===== config.mk =====
export PLATFORM = sky130hd
export DESIGN_NAME = reserved_parking_entry
export DESIGN_NICKNAME = d
export VERILOG_FILES = /design/src/rtl/reserved_parking_entry.sv
export SDC_FILE = /design/constraint.sdc
export NUM_CORES = 1
export LEC_CHECK = 0
export ABC_AREA = 1
export CORE_ASPECT_RATIO = 2
export CORE_MARGIN = 3
export CORE_UTILIZATION = 56
export DETAILED_ROUTE_END_ITERATION = 8
export DONT_BUFFER_PORTS = 1
export GPL_TIMING_DRIVEN = 0
export PLACE_DENSITY = 0.84
export SYNTH_ARGS = -nofsm -noshare
export SYNTH_HDL_FRONTEND = slang
export SYNTH_SLANG_ARGS = --single-unit

===== constraint.sdc =====
create_clock -name clk -period 2.15 [get_ports clk]
set_input_delay 0.3225 -clock clk [delete_from_list [all_inputs] [get_ports clk]]
set_output_delay 0.3225 -clock clk [all_outputs]
set_load 0.01 [all_outputs]

===== src/rtl/reserved_parking_entry.sv =====
// rtl/reserved_parking_entry.sv - reserved parking entry controller with shared occupancy register
`ifndef PARKING_SLOTS
`define PARKING_SLOTS 8
`endif

module reserved_parking_entry #(
    parameter int N           = `PARKING_SLOTS,
    parameter int GATE_CYCLES = 4,
    localparam int W          = $clog2(N + 1),
    localparam int CW         = $clog2(N + 2)
) (
    input  logic          clk,
    input  logic          rst_n,
    input  logic          req_valid,
    input  logic [W-1:0]  req_flat,
    output logic          req_ready,
    output logic          resp_valid,
    output logic [1:0]    resp_code,
    output logic [W-1:0]  resp_flat,
    output logic          gate_open,
    input  logic          exit_valid,
    input  logic [W-1:0]  exit_flat,
    output logic          exit_ok,
    output logic          exit_err,
    output logic [N:0]    occ_map,
    output logic [CW-1:0] occ_count
);

    localparam int        GW      = (GATE_CYCLES > 1) ? $clog2(GATE_CYCLES) : 1;
    localparam logic [W:0] N_EXT  = (W + 1)'(N);
    localparam logic [GW-1:0] GATE_LOAD = GW'(GATE_CYCLES - 1);

    localparam logic [1:0] CODE_NONE     = 2'b00;
    localparam logic [1:0] CODE_GRANTED  = 2'b01;
    localparam logic [1:0] CODE_OCCUPIED = 2'b10;
    localparam logic [1:0] CODE_INVALID  = 2'b11;

    typedef enum logic [1:0] {
        S_IDLE,
        S_CHECK,
        S_GATE
    } state_t;

    state_t          state_q, state_d;
    logic [W-1:0]    flat_q, flat_d;
    logic [GW-1:0]   gate_cnt_q, gate_cnt_d;
    logic [N:0]      occ_q, occ_d;
    logic [CW-1:0]   count_q, count_d;
    logic            resp_valid_q, resp_valid_d;
    logic [1:0]      resp_code_q, resp_code_d;
    logic [W-1:0]    resp_flat_q, resp_flat_d;
    logic            exit_ok_q, exit_ok_d;
    logic            exit_err_q, exit_err_d;

    logic [N:0]      exit_sel;
    logic [N:0]      req_sel;
    logic [N:0]      occ_after_exit;
    logic            exit_hit;
    logic            req_in_range;
    logic            req_taken;
    logic            grant;

    // One-hot decode of both flat numbers; flats above N decode to all zeros,
    // so an out-of-range exit can never hit a slot.
    always_comb begin
        exit_sel = '0;
        req_sel  = '0;
        for (int k = 0; k <= N; k++) begin
            exit_sel[k] = (exit_flat == W'(k));
            req_sel[k]  = (flat_q == W'(k));
        end
    end

    // Exit is applied before the entry check so a same-cycle exit frees the slot.
    always_comb begin
        exit_hit       = exit_valid && |(occ_q & exit_sel);
        occ_after_exit = exit_hit ? (occ_q & ~exit_sel) : occ_q;
        req_in_range   = ({1'b0, flat_q} <= N_EXT);
        req_taken      = |(occ_after_exit & req_sel);
        grant          = (state_q == S_CHECK) && req_in_range && !req_taken;
    end

    // Next-state, occupancy, count and response logic.
    always_comb begin
        state_d      = state_q;
        flat_d       = flat_q;
        gate_cnt_d   = gate_cnt_q;
        occ_d        = occ_after_exit;
        count_d      = count_q + CW'(grant) - CW'(exit_hit);
        resp_valid_d = 1'b0;
        resp_code_d  = CODE_NONE;
        resp_flat_d  = '0;
        exit_ok_d    = exit_hit;
        exit_err_d   = exit_valid && !exit_hit;

        unique case (state_q)
            S_IDLE: begin
                if (req_valid) begin
                    flat_d  = req_flat;
                    state_d = S_CHECK;
                end
            end
            S_CHECK: begin
                resp_valid_d = 1'b1;
                resp_flat_d  = flat_q;
                if (!req_in_range) begin
                    resp_code_d = CODE_INVALID;
                    state_d     = S_IDLE;
                end else if (req_taken) begin
                    resp_code_d = CODE_OCCUPIED;
                    state_d     = S_IDLE;
                end else begin
                    resp_code_d = CODE_GRANTED;
                    occ_d       = occ_after_exit | req_sel;
                    gate_cnt_d  = GATE_LOAD;
                    state_d     = S_GATE;
                end
            end
            S_GATE: begin
                if (gate_cnt_q == '0) begin
                    state_d = S_IDLE;
                end else begin
                    gate_cnt_d = gate_cnt_q - 1'b1;
                end
            end
            default: state_d = S_IDLE;
        endcase
    end

    // State and output registers; reset drops the gate and all occupancy at once.
    always_ff @(posedge clk or negedge rst_n) begin
        if (!rst_n) begin
            state_q      <= S_IDLE;
            flat_q       <= '0;
            gate_cnt_q   <= '0;
            occ_q        <= '0;
            count_q      <= '0;
            resp_valid_q <= 1'b0;
            resp_code_q  <= CODE_NONE;
            resp_flat_q  <= '0;
            exit_ok_q    <= 1'b0;
            exit_err_q   <= 1'b0;
        end else begin
            state_q      <= state_d;
            flat_q       <= flat_d;
            gate_cnt_q   <= gate_cnt_d;
            occ_q        <= occ_d;
            count_q      <= count_d;
            resp_valid_q <= resp_valid_d;
            resp_code_q  <= resp_code_d;
            resp_flat_q  <= resp_flat_d;
            exit_ok_q    <= exit_ok_d;
            exit_err_q   <= exit_err_d;
        end
    end

    assign req_ready  = (state_q == S_IDLE);
    assign gate_open  = (state_q == S_GATE);
    assign resp_valid = resp_valid_q;
    assign resp_code  = resp_code_q;
    assign resp_flat  = resp_flat_q;
    assign exit_ok    = exit_ok_q;
    assign exit_err   = exit_err_q;
    assign occ_map    = occ_q;
    assign occ_count  = count_q;

endmodule

# Word-level counts from Yosys, hierarchy flattened
# Cells that the tools add are included.
[op_classes] n_reduce_logical=16 bitwise=5 add_sub_neg=3 eq_ne=23 magnitude_cmp=1 mux=18
[op_table] operator="$mux W9" n=4
[op_table] operator="$eq A4 B3 Y1 const B" n=8
[op_table] operator="$and A9 B9 Y9" n=3
[op_table] operator="$mux W2" n=10
[op_table] operator="$reduce_or A9 Y1" n=2
[op_table] operator="$eq A4 B2 Y1 const B" n=4
[op_table] operator="$not A9 Y9" n=1
[op_table] operator="$or A9 B9 Y9" n=1
[op_table] operator="$eq A4 B1 Y1 const B" n=2
[op_table] operator="$eq A4 B4 Y1 const B" n=2
[op_table] operator="$logic_not A4 Y1" n=2
[op_table] operator="$ne A2 B2 Y1 const B" n=4
[op_table] operator="$pmux W2 S3" n=1
[op_table] operator="$add A4 B1 Y4" n=1
[op_table] operator="$le A4 B4 Y1 const B" n=1
[op_table] operator="$logic_and A1 B1 Y1" n=4
[op_table] operator="$logic_not A2 Y1" n=2
[op_table] operator="$mux W4" n=1
[op_table] operator="$pmux W2 S2" n=1
[op_table] operator="$reduce_and A2 Y1" n=2
[op_table] operator="$reduce_and A4 Y1" n=1
[op_table] operator="$sub A4 B1 Y4" n=1
[op_table] operator="$eq A2 B1 Y1 const B" n=1
[op_table] operator="$eq A2 B2 Y1 const B" n=1
[op_table] operator="other kinds (5)" n=6
[totals] word_cells=76 ff_bits=30 output_inout_bits=24 input_bits=12

# Logic depth before layout (Yosys ltp)
[depth] depth_word=11 mapped_depth=17 mapped_depth_nobuf=17

# Worst setup path before layout
# Ideal clock, no wire load.
[synth_path] kind="input-to-reg" from="input exit_flat[1]" to="register count_q[2], in the netlist occ_count[2]" setup_time_ps=123 stages=16 path_slack_ps=-308 required_ps=2027 n_path_buf=0 arrival_time_ps=2335 path_cell_list="nor2_2 > inv_2 > nor3_2 > nand2_2 > nand3_4 > nand3_1 > nand3_2 > nand2_1 > nor2_2 > nand4_4 > ha_1 > inv_1 > ha_1 > inv_1 > fa_1 > xnor2_1"
[synth_between] elab_chain_len=11 word_cells_on_any_way=21 cone_classes="add/sub (2); eq/ne (8); mux (1); bitwise (4); reduce/logical (6)"
[synth_rtl] item="from (decl)" line_no="22" source="input logic [W-1:0] exit_flat,"
[synth_rtl] item="$eq A4 B1 Y1 (tied with other cells)" line_no="69" source="exit_sel[k] = (exit_flat == W'(k));"
[synth_rtl] item="$and A9 B9 Y9" line_no="76" source="exit_hit = exit_valid && |(occ_q & exit_sel);"
[synth_rtl] item="$reduce_or A9 Y1" line_no="76"
[synth_rtl] item="$logic_and A1 B1 Y1" line_no="76"
[synth_rtl] item="$mux W9" line_no="77" source="occ_after_exit = exit_hit ? (occ_q & ~exit_sel) : occ_q;"
[synth_rtl] item="$and A9 B9 Y9" line_no="79" source="req_taken = |(occ_after_exit & req_sel);"
[synth_rtl] item="$reduce_or A9 Y1" line_no="79"
[synth_rtl] item="$logic_not A1 Y1" line_no="80" source="grant = (state_q == S_CHECK) && req_in_range && !req_taken;"
[synth_rtl] item="$logic_and A1 B1 Y1" line_no="80"
[synth_rtl] item="$add A4 B1 Y4" line_no="89" source="count_d = count_q + CW'(grant) - CW'(exit_hit);"
[synth_rtl] item="$sub A4 B1 Y4 (*)" line_no="89"
[synth_rtl] item="via count_d[2]" line_no="48" source="logic [CW-1:0] count_q, count_d;"
[synth_rtl] item="to (signal assigned)" line_no="148" source="count_q <= count_d;"
[synth_rtl] item="to (decl)" line_no="48"
# The timed path passes the listed nets; every way through them passes the cells marked *.
# A chain may end at the register's enable or synchronous reset.

# Worst setup path after layout
[layout_path] from="register occ_q[5], in the netlist occ_map[5]" to="register count_q[2], in the netlist occ_count[2]"
[layout_between] elab_chain_len=10 word_cells_on_any_way=11 cone_classes="add/sub (2); mux (1); bitwise (3); reduce/logical (5)"
[layout_rtl] item="from (decl)" line_no="47" source="logic [N:0] occ_q, occ_d;"
[layout_rtl] item="from (signal assigned)" line_no="136" source="occ_q <= '0;"
[layout_rtl] item="from (signal assigned)" line_no="147" source="occ_q <= occ_d;"
[layout_rtl] item="$and A9 B9 Y9" line_no="76"
[layout_rtl] item="$reduce_or A9 Y1" line_no="76"
[layout_rtl] item="$logic_and A1 B1 Y1" line_no="76"
[layout_rtl] item="$mux W9" line_no="77"
[layout_rtl] item="$and A9 B9 Y9" line_no="79"
[layout_rtl] item="$reduce_or A9 Y1" line_no="79"
[layout_rtl] item="$logic_not A1 Y1" line_no="80"
[layout_rtl] item="$logic_and A1 B1 Y1" line_no="80"
[layout_rtl] item="$add A4 B1 Y4" line_no="89"
[layout_rtl] item="$sub A4 B1 Y4 (*)" line_no="89"
[layout_rtl] item="via count_d[2]" line_no="48"
# Marks and branches as above.

==> summary.md <==
| Metric | Value |
|---|---|
| Worst-skew pair later-pin latency | 0.29 ns |
| Global route overflow | 0 |
| Period utilization | 114% |
| Distinct cells, synth | 29 |
| Worst EP required | between 2 and 2.5 ns |
| FFs w/ async S/R, synth | 100% |
| Fmax | 0.407 GHz |
| Initial antenna violation count | 0 |
| DR DRC count | 0 |
| Hpwl dp | 2610 um |
| Pwr Density | 1370 nW/um^2 |
| Slew headroom | 74.1% |
| RSZ-0062 raised after global routing | yes |
| Footprint of the multi-input gates | 833 um^2 |
| Die X-Extent | roughly 44 um |
| Critical Path Source Type | register |
| Failing checks | setup timing |
| Final Hold Fails | 0 |
| DR WL/cell | between 15 and 20 um |
| Setup TNS | -0.816 ns |
| Top_reg_cell synth | dfrtp_1 |
| Ports | 36 |
| Post-DRT Antenna Nets | 0 |
| Synth area leader | dfrtp_1 |
| Finished layout cell area | about 1900 um^2 |
| Longest Clk Path Bufs | 2 |
| Crit Path Class | register to register |
| NumNets Final | 221 |
| Via-to-Cell Ratio | ~5.7 |
| Pleak | around 0.93 nW |
| Cell Area, Placed | around 1700 um^2 |
| Die area | 3580 um^2 |
| Rows | 26 |
| Run status | finished, violations left |
| R2r startpoint | occ_map[5] |
| Avg Cell Area, Syn | 8.57 um^2 |
| Hold WS | 0.162 ns |
| Worst hold-check path type | input pin to register |
| Final Max Slew Viols | 0 |
| EDFF count, synth | 0 |
| CTS tree | yes |
| Htree depth | 2 |
| Maximum VDD drop | 0.772 mV |
| Largest net degree at the start of global routing | 31 |
| Dpl cells | 215 |
| Die Y-Extent | 81.7 um |
| Max_cap viols | 0 |
| Cells after Synth | 187 |
| TritonCTS Sinks | 30 |
| Initial drt markers | 28 |
| Core Area | 2640 um^2 |
| Synth warnings | 0 |
| Synth top area cells | dfrtp_1 (47%), inv_1 (7.0%), nand2_1 (6.8%) |
| Ant diodes | 0 |
| Critical path capture point type | register |
| Seq/Total Area, Yosys | 46.8% |
| Netlist Area Pre-Place | 1600 um^2 |
| Non-Filler Instances | 232 |
| Worst setup startpoint | occ_map[5] |
| Drt first pass iters | 4 |
| Min-delay src | req_flat[1] |
| GP Congestion | 0.802 |
| P&R area growth vs syn | 20.5% |
| Top cells by count, synth | dfrtp_1 (30), inv_1 (30), nand2_1 (29) |
| Worst clock skew | 0.00922 ns |
| Fin crit period | about 2.5 ns |
| Post-route setup slack | -0.305 ns |
| Fraction of layout cells with a size suffix above 1 | just over 30% |
| CTS root buf | clkbuf_8 |
| Dpl ws | -0.535 ns |
| Top-area cell type share of the netlist area | 46.8% |
| # fillers | between 200 and 250 |
| Initial core utilization | between 60 and 70% |
| Vias in the first global route | 1519 |
| Worst Path Arrival | 2.62 ns |
| Global-route wire length before repair | about 6400 um |
| GRT Util Overall | 24.8% |
| Seq. cell area | 758 um^2 |
| Clock transition at path regs | 0.06 ns |
| Port Buffer Count | 0 |
| CTS buffer count | 5 |
| Post-Route WL | 3700 um |
| Crit Path Max Fanout | 8 |
| Vias | 1325 |
| Worst-margin pin slew | 0.386 ns |
| Syn_nets | 205 |
| Reg2reg setup slack | -0.30 ns |
| FF+latch count, synth | 30 |
| Final setup viols | 3 |
-- worst max-delay path, stage by stage (launching register included) --
cell and delay, ns:
dfrtp_2 0.46, nand3_2 0.09, nand2_1 0.07, nor2_2 0.13, nand3_4 0.16, nand3b_1 0.16
nand3_1 0.10, nand2_2 0.10, nor2_4 0.04, nand4_4 0.10, ha_4 0.21, inv_2 0.06
ha_4 0.11, inv_2 0.03, fa_1 0.38, xnor2_1 0.13
-- final timing paths --
kind | depth (start not counted) | endpoint
worst max-delay path | 15 | occ_count[2]
worst min-delay path | 2 | flat_q[1]
worst max register to register | 15 | occ_count[2]
worst min register to register | 2 | gate_cnt_q[0]
max in group asynchronous | 2 | occ_map[5]
min in group asynchronous | 2 | occ_map[8]
-- cell families (layout without fill, tap and decap cells) --
group                    Yosys count  in the layout  share of synthesized area, %
buffers and inverters             34             51                          8.20
adder cells (fa/ha/maj)            6              6                          5.15
AND/OR/NAND/NOR                   97             97                          30.8
flip-flops                        30             30                          46.8
AO/OA/AOI/OAI                     17             17                          7.42
XOR/XNOR                           3              3                          1.64
-- cells in the final DEF, fill, tap and decap left out, types with 6 or more instances in the layout --
cell / count
buf_4: 8
clkbuf_8: 6
dfrtp_1: 24
dfrtp_2: 6
inv_1: 28
nand2_1: 25
nand3_1: 12
nand3_2: 11
nor2_1: 21
nor2_4: 6
nor3_1: 6
o21ai_0: 7
-- power by group --
group	internal (W)	switching [W]
logic	0.000415	0.000613
clock network	0.000257	0.000204
registers	0.000823	0.000328
-- sequential cells by signal, summed over array words and instances (netlist names), 2 cells and up --
name / count
occ_map: 9
flat_q: 4
occ_count: 4
resp_flat: 4
gate_cnt_q: 2
resp_code: 2
state_q: 2
-- metrics by stage --
stage	total power (W)	util [%]
3_3_place_gp	0.00199	63.3
2_1_floorplan	0.00182	-
6_report	0.00264	73.3
3_5_place_dp	0.00206	63.3
5_1_grt	0.00284	73.3
4_1_cts	0.00263	74.2
-- what timing repair did --
action	CTS	global route
gates resized for setup	21	4
setup buffers	12	0
hold buffers	2	0
setup endpoints to repair	3	5
endpoints found under the hold margin	30	0
pin swaps	5	6
-- layer usage --
layer | global-route usage, % | vias to the layer above | part of all wire [%] | wire length [um]
met3 | 7.02 | 9 | 5.7 | 211
met5 | 0 | - | 0 | 0
met1 | 20.3 | 638 | 31 | 1140
met2 | 48.1 | 50 | 61 | 2260
li1 | - | 628 | - | -
met4 | 14.8 | 0 | 2.3 | 85
-- layout make-up --
type                       count  area share, %
clock buffer                   7           4.47
sequential                    30           39.2
buffer                         1          0.389
tap                           28           1.81
inverter                      33           6.41
clock inverter                 1          0.259
timing repair buffer           9           4.27
multi-input combinational    123           43.1
Power figures use the tool's default switching activity.
